**src/rtl/i2c_pkg.sv**
```systemverilog
// Shared types and constants for the I2C target endpoint.
// Latency: n/a (declarations only).
// Backpressure: n/a.
package i2c_pkg;

    typedef enum logic [2:0] {
        IDLE,
        ADDR,
        ADDR_ACK,
        WR_BYTE,
        WR_ACK,
        RD_BYTE,
        RD_ACK,
        IGNORE
    } state_t;

    // Cycles between rd_req and the cycle rd_data is captured.
    localparam int RD_SAMPLE_DLY    = 2;
    // Default glitch filter depth in CLOCK_50 samples.
    localparam int FILT_LEN_DEFAULT = 3;

endpackage

```
**src/rtl/i2c_line_filter.sv**
```systemverilog
// Synchronizes one raw I2C pad line, rejects glitches shorter than FILT_LEN samples, flags edges.
// Latency: 2 + FILT_LEN cycles from pad change to filtered change and its rise/fall pulse.
// Backpressure: none; free-running sampler.
module i2c_line_filter import i2c_pkg::*; #(
    parameter int FILT_LEN = FILT_LEN_DEFAULT
) (
    input  logic CLOCK_50,
    input  logic rst,
    input  logic line_i,
    output logic filt_o,
    output logic rise_o,
    output logic fall_o
);

    localparam int CW = $clog2(FILT_LEN + 1);

    logic          sync1_q;
    logic          sync2_q;
    logic          filt_q;
    logic          rise_q;
    logic          fall_q;
    logic [CW-1:0] cnt_q;
    logic [CW-1:0] cnt_d;
    logic          flip_d;

    // Count consecutive samples that disagree with the filtered value; flip after FILT_LEN.
    always_comb begin
        cnt_d  = '0;
        flip_d = 1'b0;
        if (sync2_q != filt_q) begin
            if (cnt_q == CW'(FILT_LEN - 1)) begin
                flip_d = 1'b1;
            end else begin
                cnt_d = cnt_q + 1'b1;
            end
        end
    end

    // Synchronizer, filtered level and edge pulses; idle bus level is high.
    always_ff @(posedge CLOCK_50 or posedge rst) begin
        if (rst) begin
            sync1_q <= 1'b1;
            sync2_q <= 1'b1;
            filt_q  <= 1'b1;
            cnt_q   <= '0;
            rise_q  <= 1'b0;
            fall_q  <= 1'b0;
        end else begin
            sync1_q <= line_i;
            sync2_q <= sync1_q;
            cnt_q   <= cnt_d;
            rise_q  <= flip_d & sync2_q;
            fall_q  <= flip_d & ~sync2_q;
            if (flip_d) begin
                filt_q <= sync2_q;
            end
        end
    end

    assign filt_o = filt_q;
    assign rise_o = rise_q;
    assign fall_o = fall_q;

endmodule

```
**src/rtl/i2c_target.sv**
```systemverilog
// Oversampled I2C target at one 7-bit address: write bytes out on a strobe, read bytes fetched by request.
// Latency: pad to internal edge 2+FILT_LEN cycles; SDA drive 1 cycle after the internal SCL fall; read MSB 3 cycles after it.
// Backpressure: none; no clock stretching, rd_data must be valid RD_SAMPLE_DLY cycles after rd_req.
module i2c_target import i2c_pkg::*; #(
    parameter logic [6:0] TARGET_ADDR = 7'h50,
    parameter int         FILT_LEN    = FILT_LEN_DEFAULT
) (
    input  logic       CLOCK_50,
    input  logic       rst,
    input  logic       scl_in,
    input  logic       sda_in,
    output logic       sda_oe,
    output logic       wr_valid,
    output logic [7:0] wr_data,
    output logic       wr_first,
    output logic       rd_req,
    input  logic [7:0] rd_data,
    output logic       busy,
    output logic       addressed
);

    logic scl_f, scl_rise, scl_fall;
    logic sda_f, sda_rise, sda_fall;
    logic start_det, stop_det;

    state_t     state_q;
    logic [3:0] bit_cnt_q;
    logic [7:0] shift_q;
    logic       sda_oe_q;
    logic       wr_valid_q;
    logic [7:0] wr_data_q;
    logic       wr_first_q;
    logic       first_arm_q;
    logic       rd_req_q;
    logic [1:0] rd_dly_q;
    logic       busy_q;
    logic       addressed_q;
    // ADDR_ACK: ACK already driven; RD_ACK: master ACK seen.
    logic       phase_q;

    i2c_line_filter #(.FILT_LEN(FILT_LEN)) u_scl_filt (
        .CLOCK_50 (CLOCK_50),
        .rst      (rst),
        .line_i   (scl_in),
        .filt_o   (scl_f),
        .rise_o   (scl_rise),
        .fall_o   (scl_fall)
    );

    i2c_line_filter #(.FILT_LEN(FILT_LEN)) u_sda_filt (
        .CLOCK_50 (CLOCK_50),
        .rst      (rst),
        .line_i   (sda_in),
        .filt_o   (sda_f),
        .rise_o   (sda_rise),
        .fall_o   (sda_fall)
    );

    // scl_f is already post-edge, so an SCL fall in the same cycle suppresses START/STOP.
    assign start_det = sda_fall & scl_f;
    assign stop_det  = sda_rise & scl_f;

    // Protocol FSM; START/STOP override every state. addressed survives a repeated START
    // and only drops on STOP or when the new address is not ours.
    always_ff @(posedge CLOCK_50 or posedge rst) begin
        if (rst) begin
            state_q     <= IDLE;
            bit_cnt_q   <= 4'd0;
            shift_q     <= 8'h00;
            sda_oe_q    <= 1'b0;
            wr_valid_q  <= 1'b0;
            wr_data_q   <= 8'h00;
            wr_first_q  <= 1'b0;
            first_arm_q <= 1'b0;
            rd_req_q    <= 1'b0;
            rd_dly_q    <= 2'd0;
            busy_q      <= 1'b0;
            addressed_q <= 1'b0;
            phase_q     <= 1'b0;
        end else begin
            wr_valid_q <= 1'b0;
            rd_req_q   <= 1'b0;
            if (rd_dly_q != 2'd0) begin
                rd_dly_q <= rd_dly_q - 1'b1;
            end
            if (start_det) begin
                state_q   <= ADDR;
                bit_cnt_q <= 4'd0;
                sda_oe_q  <= 1'b0;
                busy_q    <= 1'b1;
                phase_q   <= 1'b0;
                rd_dly_q  <= 2'd0;
            end else if (stop_det) begin
                state_q     <= IDLE;
                sda_oe_q    <= 1'b0;
                busy_q      <= 1'b0;
                addressed_q <= 1'b0;
                phase_q     <= 1'b0;
                rd_dly_q    <= 2'd0;
            end else begin
                case (state_q)
                    ADDR: begin
                        if (scl_rise) begin
                            shift_q <= {shift_q[6:0], sda_f};
                            if (bit_cnt_q == 4'd7) begin
                                bit_cnt_q <= 4'd0;
                                if (shift_q[6:0] == TARGET_ADDR) begin
                                    state_q <= ADDR_ACK;
                                end else begin
                                    state_q     <= IGNORE;
                                    addressed_q <= 1'b0;
                                end
                            end else begin
                                bit_cnt_q <= bit_cnt_q + 1'b1;
                            end
                        end
                    end
                    ADDR_ACK: begin
                        if (scl_fall) begin
                            if (!phase_q) begin
                                sda_oe_q <= 1'b1;
                                phase_q  <= 1'b1;
                            end else begin
                                sda_oe_q    <= 1'b0;
                                phase_q     <= 1'b0;
                                addressed_q <= 1'b1;
                                if (shift_q[0]) begin
                                    state_q  <= RD_BYTE;
                                    rd_req_q <= 1'b1;
                                    rd_dly_q <= 2'(RD_SAMPLE_DLY);
                                end else begin
                                    state_q     <= WR_BYTE;
                                    first_arm_q <= 1'b1;
                                end
                            end
                        end
                    end
                    WR_BYTE: begin
                        if (scl_rise && bit_cnt_q != 4'd8) begin
                            shift_q   <= {shift_q[6:0], sda_f};
                            bit_cnt_q <= bit_cnt_q + 1'b1;
                        end else if (scl_fall && bit_cnt_q == 4'd8) begin
                            bit_cnt_q   <= 4'd0;
                            wr_data_q   <= shift_q;
                            wr_valid_q  <= 1'b1;
                            wr_first_q  <= first_arm_q;
                            first_arm_q <= 1'b0;
                            sda_oe_q    <= 1'b1;
                            state_q     <= WR_ACK;
                        end
                    end
                    WR_ACK: begin
                        if (scl_fall) begin
                            sda_oe_q <= 1'b0;
                            state_q  <= WR_BYTE;
                        end
                    end
                    RD_BYTE: begin
                        if (rd_dly_q == 2'd1) begin
                            shift_q  <= rd_data;
                            sda_oe_q <= ~rd_data[7];
                        end else if (scl_fall) begin
                            if (bit_cnt_q == 4'd7) begin
                                bit_cnt_q <= 4'd0;
                                sda_oe_q  <= 1'b0;
                                phase_q   <= 1'b0;
                                state_q   <= RD_ACK;
                            end else begin
                                bit_cnt_q <= bit_cnt_q + 1'b1;
                                shift_q   <= {shift_q[6:0], 1'b0};
                                sda_oe_q  <= ~shift_q[6];
                            end
                        end
                    end
                    RD_ACK: begin
                        if (scl_rise) begin
                            if (sda_f) begin
                                state_q <= IGNORE;
                            end else begin
                                phase_q <= 1'b1;
                            end
                        end else if (scl_fall && phase_q) begin
                            phase_q  <= 1'b0;
                            rd_req_q <= 1'b1;
                            rd_dly_q <= 2'(RD_SAMPLE_DLY);
                            state_q  <= RD_BYTE;
                        end
                    end
                    default: ;
                endcase
            end
        end
    end

    assign sda_oe    = sda_oe_q;
    assign wr_valid  = wr_valid_q;
    assign wr_data   = wr_data_q;
    assign wr_first  = wr_first_q;
    assign rd_req    = rd_req_q;
    assign busy      = busy_q;
    assign addressed = addressed_q;

endmodule

```
**config.mk**
```make
export PLATFORM = sky130hd
export DESIGN_NAME = i2c_target
export DESIGN_NICKNAME = d
export VERILOG_FILES = /design/src/rtl/i2c_pkg.sv /design/src/rtl/i2c_line_filter.sv /design/src/rtl/i2c_target.sv
export SDC_FILE = /design/constraint.sdc
export NUM_CORES = 1
export LEC_CHECK = 0
export BUFFER_PORTS_ARGS = -buffer_cell sky130_fd_sc_hd__buf_2
export CORE_ASPECT_RATIO = 0.6
export CORE_MARGIN = 3
export CORE_UTILIZATION = 45
export DETAILED_ROUTE_END_ITERATION = 8
export HOLD_SLACK_MARGIN = 0.1
export PLACE_DENSITY = 0.7
export SYNTH_ARGS = -nofsm -noshare
export SYNTH_HDL_FRONTEND = slang
export SYNTH_SLANG_ARGS = --single-unit
```
**constraint.sdc**
```tcl
create_clock -name CLOCK_50 -period 1.9 [get_ports CLOCK_50]
set_input_delay 0.19 -clock CLOCK_50 [delete_from_list [all_inputs] [get_ports CLOCK_50]]
set_output_delay 0.19 -clock CLOCK_50 [all_outputs]
set_load 0.05 [all_outputs]
```
==> results.cfg <==
[routing]
drt_iter0_drc = 204
drcViolationCount = 0
dr.pass1.iters = 5
wl_per_cell_um = 15.4
vias = 2006
ant_nets = 0
wirelength_mm = 5.42
viasPerCell = 5.72

[clock_tree]
clockBufferDepth = 2
root_buffer = clkbuf_8
cts-htree-levels = 2
clock_sinks = 47
cts_tree = built
clk_latency_ns = 0.30
cts.clk_slew.worst_paths_ns = 0.09
cts_buffers = 5

[synthesis]
netlist_area_sq_mm = 0.00243
synthFlopType = dfrtp_1
synth-edff-count = 0
ys_warn_count = 0
synthArstFlopShare_pct = 100
synth.avg_cell_area_sq_um = 10.2
syn-num-nets = 253
synthDistinctLibCells = 55
ys_ff_latch = 47
ys_seq_area_share_pct = 48.7
synthCells = 239

[finish]
area_growth_pct = 20.5
final_cell_mix = dfrtp_1 (40), buf_2 (25), a21oi_1 (21), nor2_1 (21), buf_4 (17)
final_core_util_pct = 57.0
antenna_cells = 0
fin_nets = 298
final_common_cell = dfrtp_1
fillers = 448
fin_area_sq_mm = 0.00293
drive_gt1_share_pct = 25.3
fin_cells = 351

[power_and_ir_drop]
finalPower_mw = 4.26
power_density_mw_per_mm2 = 1460
ir_worst_vdd_mv = 0.607
p_leak_nw = 1.31

[floorplanning]
initial_utilization_pct = 47.3
core_sq_mm = 0.00513
die_h_um = 62.9
num_rows = 20
die-area_sq_mm = 0.00634
io_pins = 26
die-width_um = 101

[run]
drv_cap = 0

[critical_path]
end_kind = register
critPathMaxFanout = 3
crit_required_ns = 2.10
crit_arrival_ns = 2.10
critical_path_class = reg -> reg
reg2reg_from = bit_cnt_q[0]
setup.worst_path.start_class = register
reg2reg_to = state_q[2]
r2r_cells = 8
r2r_slack_ns = 0.002

[global_route]
overflow = 0
grt_use_total_pct = 18.3
antenna_found_initial = 0
grt_max_degree = 26
grt_pass1_wl_mm = 9.16
first_global_vias = 1853

[hold_path]
hold_start = rd_data[3]
holdPathStages = 3
hold_path_end = shift_q[3]
hp-class = in -> reg

[timing]
fin_crit_ns = 1.90
holdWs_ns = 0.187
relSlewSlack_pct = 64.0
slew_violations = 0
setup_ws_ns = 0.00190
fin_skew_ns = 0.00579
fmax_mhz = 527
hold_viol_final = 0
tightest_slew_ns = 0.536
setup_viol = 0
setup_tns_ns = 0
final.period_utilization_pct = 99.9

[placement]
dp_cells = 338
place_ws_ns = 0.0604
routabilityCongestion = 0.962
dp.final_hpwl_mm = 4.13
io_buffers = 25
place_area_sq_mm = 0.00276

[outcome]
status = completed
## cell families after synthesis
| group | share of synthesized area [%] |
|---|---|
| AND/OR/NAND/NOR | 19.4 |
| buffers and inverters | 4.17 |
| flip-flops | 48.7 |
| multiplexers | 8.40 |
| AO/OA/AOI/OAI | 18.2 |
| adder cells (fa/ha/maj) | 1.03 |
## worst max path at each step
stage	from	end	slack (ns)	cells after the start
after floorplan	bit_cnt_q[0]	wr_data[0]	0.22	6
after global placement	state_q[1]	bit_cnt_q[3]	0.12	5
after detailed placement	bit_cnt_q[0]	state_q[2]	0.06	8
after CTS	bit_cnt_q[0]	state_q[2]	0.05	8
after global routing	bit_cnt_q[0]	state_q[2]	-0.06	8
final	bit_cnt_q[0]	state_q[2]	0.002	8
## metal layers
layer	global-route usage, %	share of wire, %	vias up
met2	23.4	39	82
met3	6.24	8.8	6
met5	0	0	-
met4	4.87	0.89	0
li1	-	-	955
met1	28.8	51	963
## cells in the mapped netlist (3+ instances only)
| cell type | count | area share [%] |
|---|---|---|
| dfrtp_1 | 41 | 42 |
| mux2_1 | 9 | 4.2 |
| buf_2 | 6 | 1.2 |
| a211oi_1 | 5 | 1.5 |
| o21ai_1 | 6 | 1.2 |
| o211ai_1 | 3 | 0.93 |
| nand3b_1 | 5 | 1.5 |
| a21oi_1 | 21 | 4.3 |
| nor3_1 | 3 | 0.62 |
| nand2_1 | 11 | 1.7 |
| nor2_1 | 21 | 3.2 |
| nor2b_1 | 5 | 1.3 |
| inv_1 | 13 | 2.0 |
| nand2b_1 | 10 | 2.6 |
| o21ai_0 | 8 | 1.6 |
| nand3_1 | 6 | 1.2 |
| mux2i_1 | 8 | 3.3 |
| or3_1 | 3 | 0.77 |
| dfstp_2 | 6 | 6.5 |
## flip-flops by register name (all words and copies together) (netlist names), 2 cells and up
register          count
bit_cnt_q             4
rd_dly_q              2
shift_q               8
state_q               3
u_scl_filt.cnt_q      2
u_sda_filt.cnt_q      2
wr_data               8
## power by group
group          total (mW)  internal (mW)  switching (mW)
Combinational        1.86          0.825            1.04
Sequential           1.62           1.27           0.345
Clock               0.777          0.433           0.345
Total                4.26           2.53            1.73
## layout make-up
cell class              count  area [sq um]  area share [%]
clock inverters             2          38.8            1.33
flip-flops and latches     47          1180            40.5
repair buffers             48           343            11.7
well taps                  66          82.6            2.82
clock buffers               6          82.6            2.82
inverters                  13          48.8            1.67
multi-input cells         169          1150            39.2
## repair_timing
item,CTS,global route
hold buffers,3,0
gates resized for setup,0,2
setup endpoints to repair,0,19
buffers inserted,0,2
endpoints found under the hold margin,19,0
## worst max-delay path: stages, from the launching register on
cell	delay (ns)
dfrtp_1	0.41
inv_1	0.10
ha_1	0.18
nand4b_1	0.16
buf_4	0.18
a32oi_1	0.16
nand3_1	0.15
a21o_1	0.23
a22o_1	0.23
(Power assumes the default switching activity.)
